<file path="src/rtl/mem_arbiter_pkg.sv">
// Shared types and constants for the I/D-cache to main-memory arbiter.
// The state encoding is fixed so debug tools and checkers can decode it directly.
package mem_arbiter_pkg;

  localparam int LINE_W = 128;
  localparam int ADDR_W = 32;

  // Side encoding used by last_grant and the round-robin pick.
  localparam logic SIDE_I = 1'b0;
  localparam logic SIDE_D = 1'b1;

  typedef enum logic [1:0] {
    IDLE    = 2'b00,
    GRANT_I = 2'b01,
    GRANT_D = 2'b10,
    DONE    = 2'b11
  } arb_state_e;

  function automatic logic is_grant(input arb_state_e s);
    return (s == GRANT_I) || (s == GRANT_D);
  endfunction

endpackage

</file>
<file path="src/rtl/rr_arb2.sv">
// Two-way round-robin pick: bit 0 of req is the I side, bit 1 the D side.
// On a tie the side that was not granted last wins.
module rr_arb2
  import mem_arbiter_pkg::*;
(
  input  logic [1:0] req,
  input  logic       last_grant,
  output logic       gnt_valid,
  output logic       gnt_side
);

  // Combinational pick from the already-masked request vector.
  always_comb begin
    gnt_valid = 1'b0;
    gnt_side  = SIDE_I;
    case (req)
      2'b01: begin
        gnt_valid = 1'b1;
        gnt_side  = SIDE_I;
      end
      2'b10: begin
        gnt_valid = 1'b1;
        gnt_side  = SIDE_D;
      end
      2'b11: begin
        gnt_valid = 1'b1;
        gnt_side  = ~last_grant;
      end
      default: begin
        gnt_valid = 1'b0;
        gnt_side  = SIDE_I;
      end
    endcase
  end

endmodule

</file>
<file path="src/rtl/mem_arbiter.sv">
// Arbitrates I-cache refills and D-cache reads/writebacks onto one memory port,
// with round-robin fairness, an ack timeout and a registered memory interface.
module mem_arbiter
  import mem_arbiter_pkg::*;
#(
  parameter int unsigned TIMEOUT = 255
) (
  input  logic              clk,
  input  logic              rst,
  input  logic              i_mem_r,
  input  logic [ADDR_W-1:0] i_mem_addr,
  output logic              i_mem_ready,
  output logic [LINE_W-1:0] i_mem_data,
  input  logic              d_mem_r,
  input  logic              d_mem_w,
  input  logic [ADDR_W-1:0] d_mem_addr,
  input  logic [LINE_W-1:0] d_mem_wdata,
  output logic              d_mem_ready,
  output logic [LINE_W-1:0] d_mem_data,
  output logic              mem_req,
  output logic              mem_we,
  output logic [ADDR_W-1:0] mem_addr,
  output logic [LINE_W-1:0] mem_wdata,
  input  logic              mem_ack,
  input  logic [LINE_W-1:0] mem_rdata,
  output logic              mem_err
);

  localparam logic [7:0] TMO_LAST = 8'(TIMEOUT - 32'd1);

  arb_state_e state_r;
  arb_state_e next_state;
  logic       last_grant_r;
  logic       after_done_r;
  logic [7:0] tmo_cnt_r;
  logic       mask_on;
  logic [1:0] req_masked;
  logic       gnt_valid;
  logic       gnt_side;
  logic       in_grant;
  logic       timeout_hit;
  logic       finish_xfer;
  logic       grant_take;

  // Request masking and transfer-completion decode.
  always_comb begin
    // The side just served may still hold its request for one cycle after its
    // ready pulse; hide it through DONE and the IDLE cycle that follows.
    mask_on       = (state_r == DONE) || after_done_r;
    req_masked[0] = i_mem_r && !(mask_on && (last_grant_r == SIDE_I));
    req_masked[1] = (d_mem_r || d_mem_w) && !(mask_on && (last_grant_r == SIDE_D));
    in_grant      = is_grant(state_r);
    timeout_hit   = in_grant && !mem_ack && (tmo_cnt_r == TMO_LAST);
    finish_xfer   = in_grant && (mem_ack || timeout_hit);
    grant_take    = (state_r == IDLE) && gnt_valid;
  end

  rr_arb2 u_rr_arb2 (
    .req        (req_masked),
    .last_grant (last_grant_r),
    .gnt_valid  (gnt_valid),
    .gnt_side   (gnt_side)
  );

  // FSM state register.
  always_ff @(posedge clk) begin
    if (rst) begin
      state_r <= IDLE;
    end else begin
      state_r <= next_state;
    end
  end

  // FSM next-state logic.
  always_comb begin
    next_state = state_r;
    case (state_r)
      IDLE: begin
        if (gnt_valid) begin
          next_state = (gnt_side == SIDE_D) ? GRANT_D : GRANT_I;
        end else begin
          next_state = IDLE;
        end
      end
      GRANT_I, GRANT_D: begin
        if (finish_xfer) begin
          next_state = DONE;
        end else begin
          next_state = state_r;
        end
      end
      DONE:    next_state = IDLE;
      default: next_state = IDLE;
    endcase
  end

  // Arbitration history, DONE follow-up flag and the ack timeout counter.
  always_ff @(posedge clk) begin
    if (rst) begin
      last_grant_r <= SIDE_D;
      after_done_r <= 1'b0;
      tmo_cnt_r    <= 8'd0;
    end else begin
      after_done_r <= (state_r == DONE);
      if (grant_take) begin
        last_grant_r <= gnt_side;
        tmo_cnt_r    <= 8'd0;
      end else if (in_grant && !mem_ack) begin
        tmo_cnt_r <= tmo_cnt_r + 8'd1;
      end
    end
  end

  // Memory-side request registers, loaded at grant and held until completion.
  always_ff @(posedge clk) begin
    if (rst) begin
      mem_req   <= 1'b0;
      mem_we    <= 1'b0;
      mem_addr  <= {ADDR_W{1'b0}};
      mem_wdata <= {LINE_W{1'b0}};
    end else if (grant_take) begin
      mem_req   <= 1'b1;
      mem_we    <= (gnt_side == SIDE_D) ? d_mem_w : 1'b0;
      mem_addr  <= (gnt_side == SIDE_D) ? d_mem_addr : i_mem_addr;
      mem_wdata <= (gnt_side == SIDE_D) ? d_mem_wdata : {LINE_W{1'b0}};
    end else if (finish_xfer) begin
      mem_req <= 1'b0;
      mem_we  <= 1'b0;
    end
  end

  // Cache-side responses: one-cycle ready/err pulses and per-side data capture.
  always_ff @(posedge clk) begin
    if (rst) begin
      i_mem_ready <= 1'b0;
      d_mem_ready <= 1'b0;
      mem_err     <= 1'b0;
      i_mem_data  <= {LINE_W{1'b0}};
      d_mem_data  <= {LINE_W{1'b0}};
    end else begin
      i_mem_ready <= finish_xfer && (state_r == GRANT_I);
      d_mem_ready <= finish_xfer && (state_r == GRANT_D);
      mem_err     <= timeout_hit;
      // On timeout the data registers keep their stale line.
      if ((state_r == GRANT_I) && mem_ack) begin
        i_mem_data <= mem_rdata;
      end
      if ((state_r == GRANT_D) && mem_ack) begin
        d_mem_data <= mem_rdata;
      end
    end
  end

endmodule

</file>
<file path="config.mk">
export PLATFORM = sky130hd
export DESIGN_NAME = mem_arbiter
export DESIGN_NICKNAME = d
export VERILOG_FILES = /design/src/rtl/mem_arbiter_pkg.sv /design/src/rtl/rr_arb2.sv /design/src/rtl/mem_arbiter.sv
export SDC_FILE = /design/constraint.sdc
export NUM_CORES = 1
export LEC_CHECK = 0
export CAP_MARGIN = 25
export CORE_AREA = 2 2 290 292
export CTS_CLUSTER_DIAMETER = 50
export DETAILED_ROUTE_END_ITERATION = 16
export DIE_AREA = 0 0 292 294
export PLACE_DENSITY = 0.44
export SLEW_MARGIN = 15
export SYNTH_ARGS = -nofsm -noshare
export SYNTH_HDL_FRONTEND = slang
export SYNTH_SLANG_ARGS = --single-unit
export TNS_END_PERCENT = 1
</file>
<file path="constraint.sdc">
create_clock -name clk -period 1.75 [get_ports clk]
set_clock_uncertainty 0.2 [all_clocks]
set_input_delay 0.175 -clock clk [delete_from_list [all_inputs] [get_ports clk]]
set_output_delay 0.175 -clock clk [all_outputs]
set_load 0.1 [all_outputs]
</file>
==> out/results.txt <==
Syn Inst Count: 1598
F_max: 502.1 MHz
Yosys warns: 0
CTS tree: built
Grt ovf: 0
Post-Syn Area: 0.01457 mm^2
Post-DP HPWL: 52.99 mm
Final net count: 2991
Largest net degree at the start of global routing: 66
Worst Path Arrival: 2.29 ns
Fin crit period: 1.992 ns
Slew headroom: 74.78%
Number of routed nets with antenna violations: 0
Yosys cell types: 38
DRC viols: 0
RR Endpoint: mem_wdata[60]
Post-synthesis mux area share: 0%
Top post-synthesis cells by area: dfxtp_1 (59%), nand2_1 (13%), a21oi_1 (8.9%)
Fin Hold WS: 0.03659 ns
Routed WL: 72.23 mm
Pwr Total: 52.84 mW
Hold Fails Final Rpt: 0
Max-cap violations: 0
Hold Path Depth: 3
Die Y: 294 um
Post-synth ARST share: 0%
Status: complete, but fails checks
IO Count: 747
First-pass GRT wire length: 104.5 mm
Hold Crit Class: in -> reg
1st-pass router iterations: 5
Failing checks: negative setup slack
Iter 0 DRT Violations: 715
Seq/Total Area, Yosys: 59.49%
IO buf count: 746
LEAKAGE: 12.69 nW
Die span in x: 292 um
Initial Util: 17.58%
Post-Synth XOR/XNOR Area: 0.3606%
Clock transition at the registers of the reported paths: 0.06 ns
TritonCTS Buffers: 70
Clk buf depth: 3
Layout area overhead: 132.0%
Die area: 0.08585 mm^2
Kind of critical path: reg -> reg
Final setup violation count: 231
Max VDD drop: 1088 uV
Vias in the first global route: 16280
Root buffer cell: clkbuf_16
Tot GR Track Use: 16.02%
Crit-path max FO: 10
Fin crit share: 113.8%
Yosys top cell by area: dfxtp_1
Main combinational cell family by area after synthesis: compound AO/OA/AOI/OAI gates
Worst-margin pin slew: 0.3783 ns
Depth of the CTS H-tree: 3
Number of synthesized flops with an enable pin: 0
Nature of the critical path endpoint: register
Avg Inst Size Synth: 9.119 um^2
Synth Flop Type: dfxtp_1
Layout Cells excl Fill: 3798
Core Area: 0.08289 mm^2
Vias/cell: 4.161
CP Launch Type: register
Final GP Congestion: 0.8155
Pwr dens: 1563 mW/mm^2
Min-delay src: mem_rdata[114]
Post-synth top area share: 59.49%
Vias: 15803
Post-synth net total: 1930
Clock Latency Late Sink: 0.59 ns
Post-Synth Simple-Gate Area: 14.70%
RSZ-0062 raised after global routing: true
Clock sink total: 433
Pins Over Slew Limit: 0
Commonest cells post-synth: nand2_1 (519), dfxtp_1 (433), a21oi_1 (259)
Hold EP: i_mem_data[114]
Synth Area in Adders: 0.5152%
Cell with the most instances after synthesis: nand2_1
Post-Place Cells: 3388
Site Rows: 106
Setup TNS: -32.43 ns
Worst r2r src: state_r[0]
Fraction of layout instances using a drive strength above 1: 25.52%
Setup ws final: -0.2418 ns
#FFs+latches synth: 433
WP data required: 2.05 ns
Initial antenna violation count: 2
WL/cell: 19.02 um
Post-synthesis compound-gate area fraction: 21.11%
Setup slack, reg-to-reg: -0.24 ns
Cell depth of the worst flop-to-flop path: 8
cells by family after synthesis:
group | after synthesis
DFF | 433
and+or+nand+nor | 554
AOI/OAI and AO/OA | 467
xor gates and xnor gates | 6
buffers and inverters | 132
adders and majority gates | 6
worst max path at each step:
stage / start / end
final: state_r[0] / mem_wdata[60]
after global routing: state_r[0] / mem_wdata[91]
after CTS: state_r[0] / mem_wdata[101]
after detailed placement: d_mem_w / mem_wdata[105]
after global placement: i_mem_r / mem_wdata[121]
after floorplan: state_r[1] / i_mem_data[100]
flip-flops by register name (all words and copies together), names as in the netlist:
| name | cells |
|---|---|
| after_done_r | 1 |
| mem_wdata | 128 |
| mem_req | 1 |
| mem_we | 1 |
| mem_addr | 32 |
| d_mem_data | 128 |
| tmo_cnt_r | 8 |
| state_r | 2 |
| d_mem_ready | 1 |
| mem_err | 1 |
| last_grant_r | 1 |
| i_mem_data | 128 |
| i_mem_ready | 1 |
placed cells by master, fill, tap and decap left out, types with 4 or more instances in the layout:
cell type	Yosys	layout
nand2_1	519	517
a211oi_1	5	5
o2bb2ai_1	32	32
a21oi_1	259	258
buf_4	9	59
dlygate4sd3_1	0	256
clkbuf_16	0	74
buf_6	1	13
inv_6	0	10
buf_12	0	453
buf_16	0	6
nor2_1	12	10
a22oi_1	33	27
bufinv_16	0	6
clkinvlp_4	0	7
clkinv_2	0	7
clkbuf_1	102	8
clkbuf_8	0	10
a22oi_2	0	6
dfxtp_1	433	430
clkdlybuf4s50_1	0	324
xor2_1	4	4
a22o_1	128	128
power by group:
group	switching (mW)	total (mW)	internal [mW]
logic	15.7	25.2	9.46
clock network	5.53	14.5	8.93
registers	1.76	13.2	11.4
routing by layer:
metal / track usage, % / part of all wire, %
met4: 7.242 / 4.2
met5: 0 / 0
met3: 4.479 / 6.4
met2: 27.04 / 49
met1: 18.87 / 40
what timing repair did:
item	CTS	global route
setup buffers	16	0
hold endpoints to repair	389	0
gates cloned	4	3
pin swaps	14	12
gates resized for setup	36	18
hold buffers	256	0
endpoints found under the setup margin	431	387
worst max-delay path, cell delays in order (launching register included):
cell and delay, ns:
dfxtp_2 0.34, ha_4 0.17, buf_6 0.13, o21ai_4 0.14
a21oi_4 0.09, o21ba_4 0.27, buf_12 0.18, clkbuf_16 0.17
a22o_1 0.19
through the flow:
stage	util [%]	cell area (um^2)	setup slack [ns]
after floorplan	-	14630	-0.03434
after global placement	33.95	28150	-0.5307
after detailed placement	33.95	28150	-0.5162
after CTS	40.59	33640	-0.2367
after global routing	40.78	33800	-0.3017
final	40.78	33800	-0.2418
cell type report:
type / instances / area, um^2
diodes: 2 / 5.005
flip-flops and latches: 433 / 8672
well taps: 1080 / 1351
inverters: 3 / 13.76
repair buffers: 1117 / 15750
clock inverters: 41 / 546.8
multi-input cells: 1034 / 5533
fillers: 7853 / 49090
clock buffers: 88 / 1931
Power figures use the tool's default switching activity.
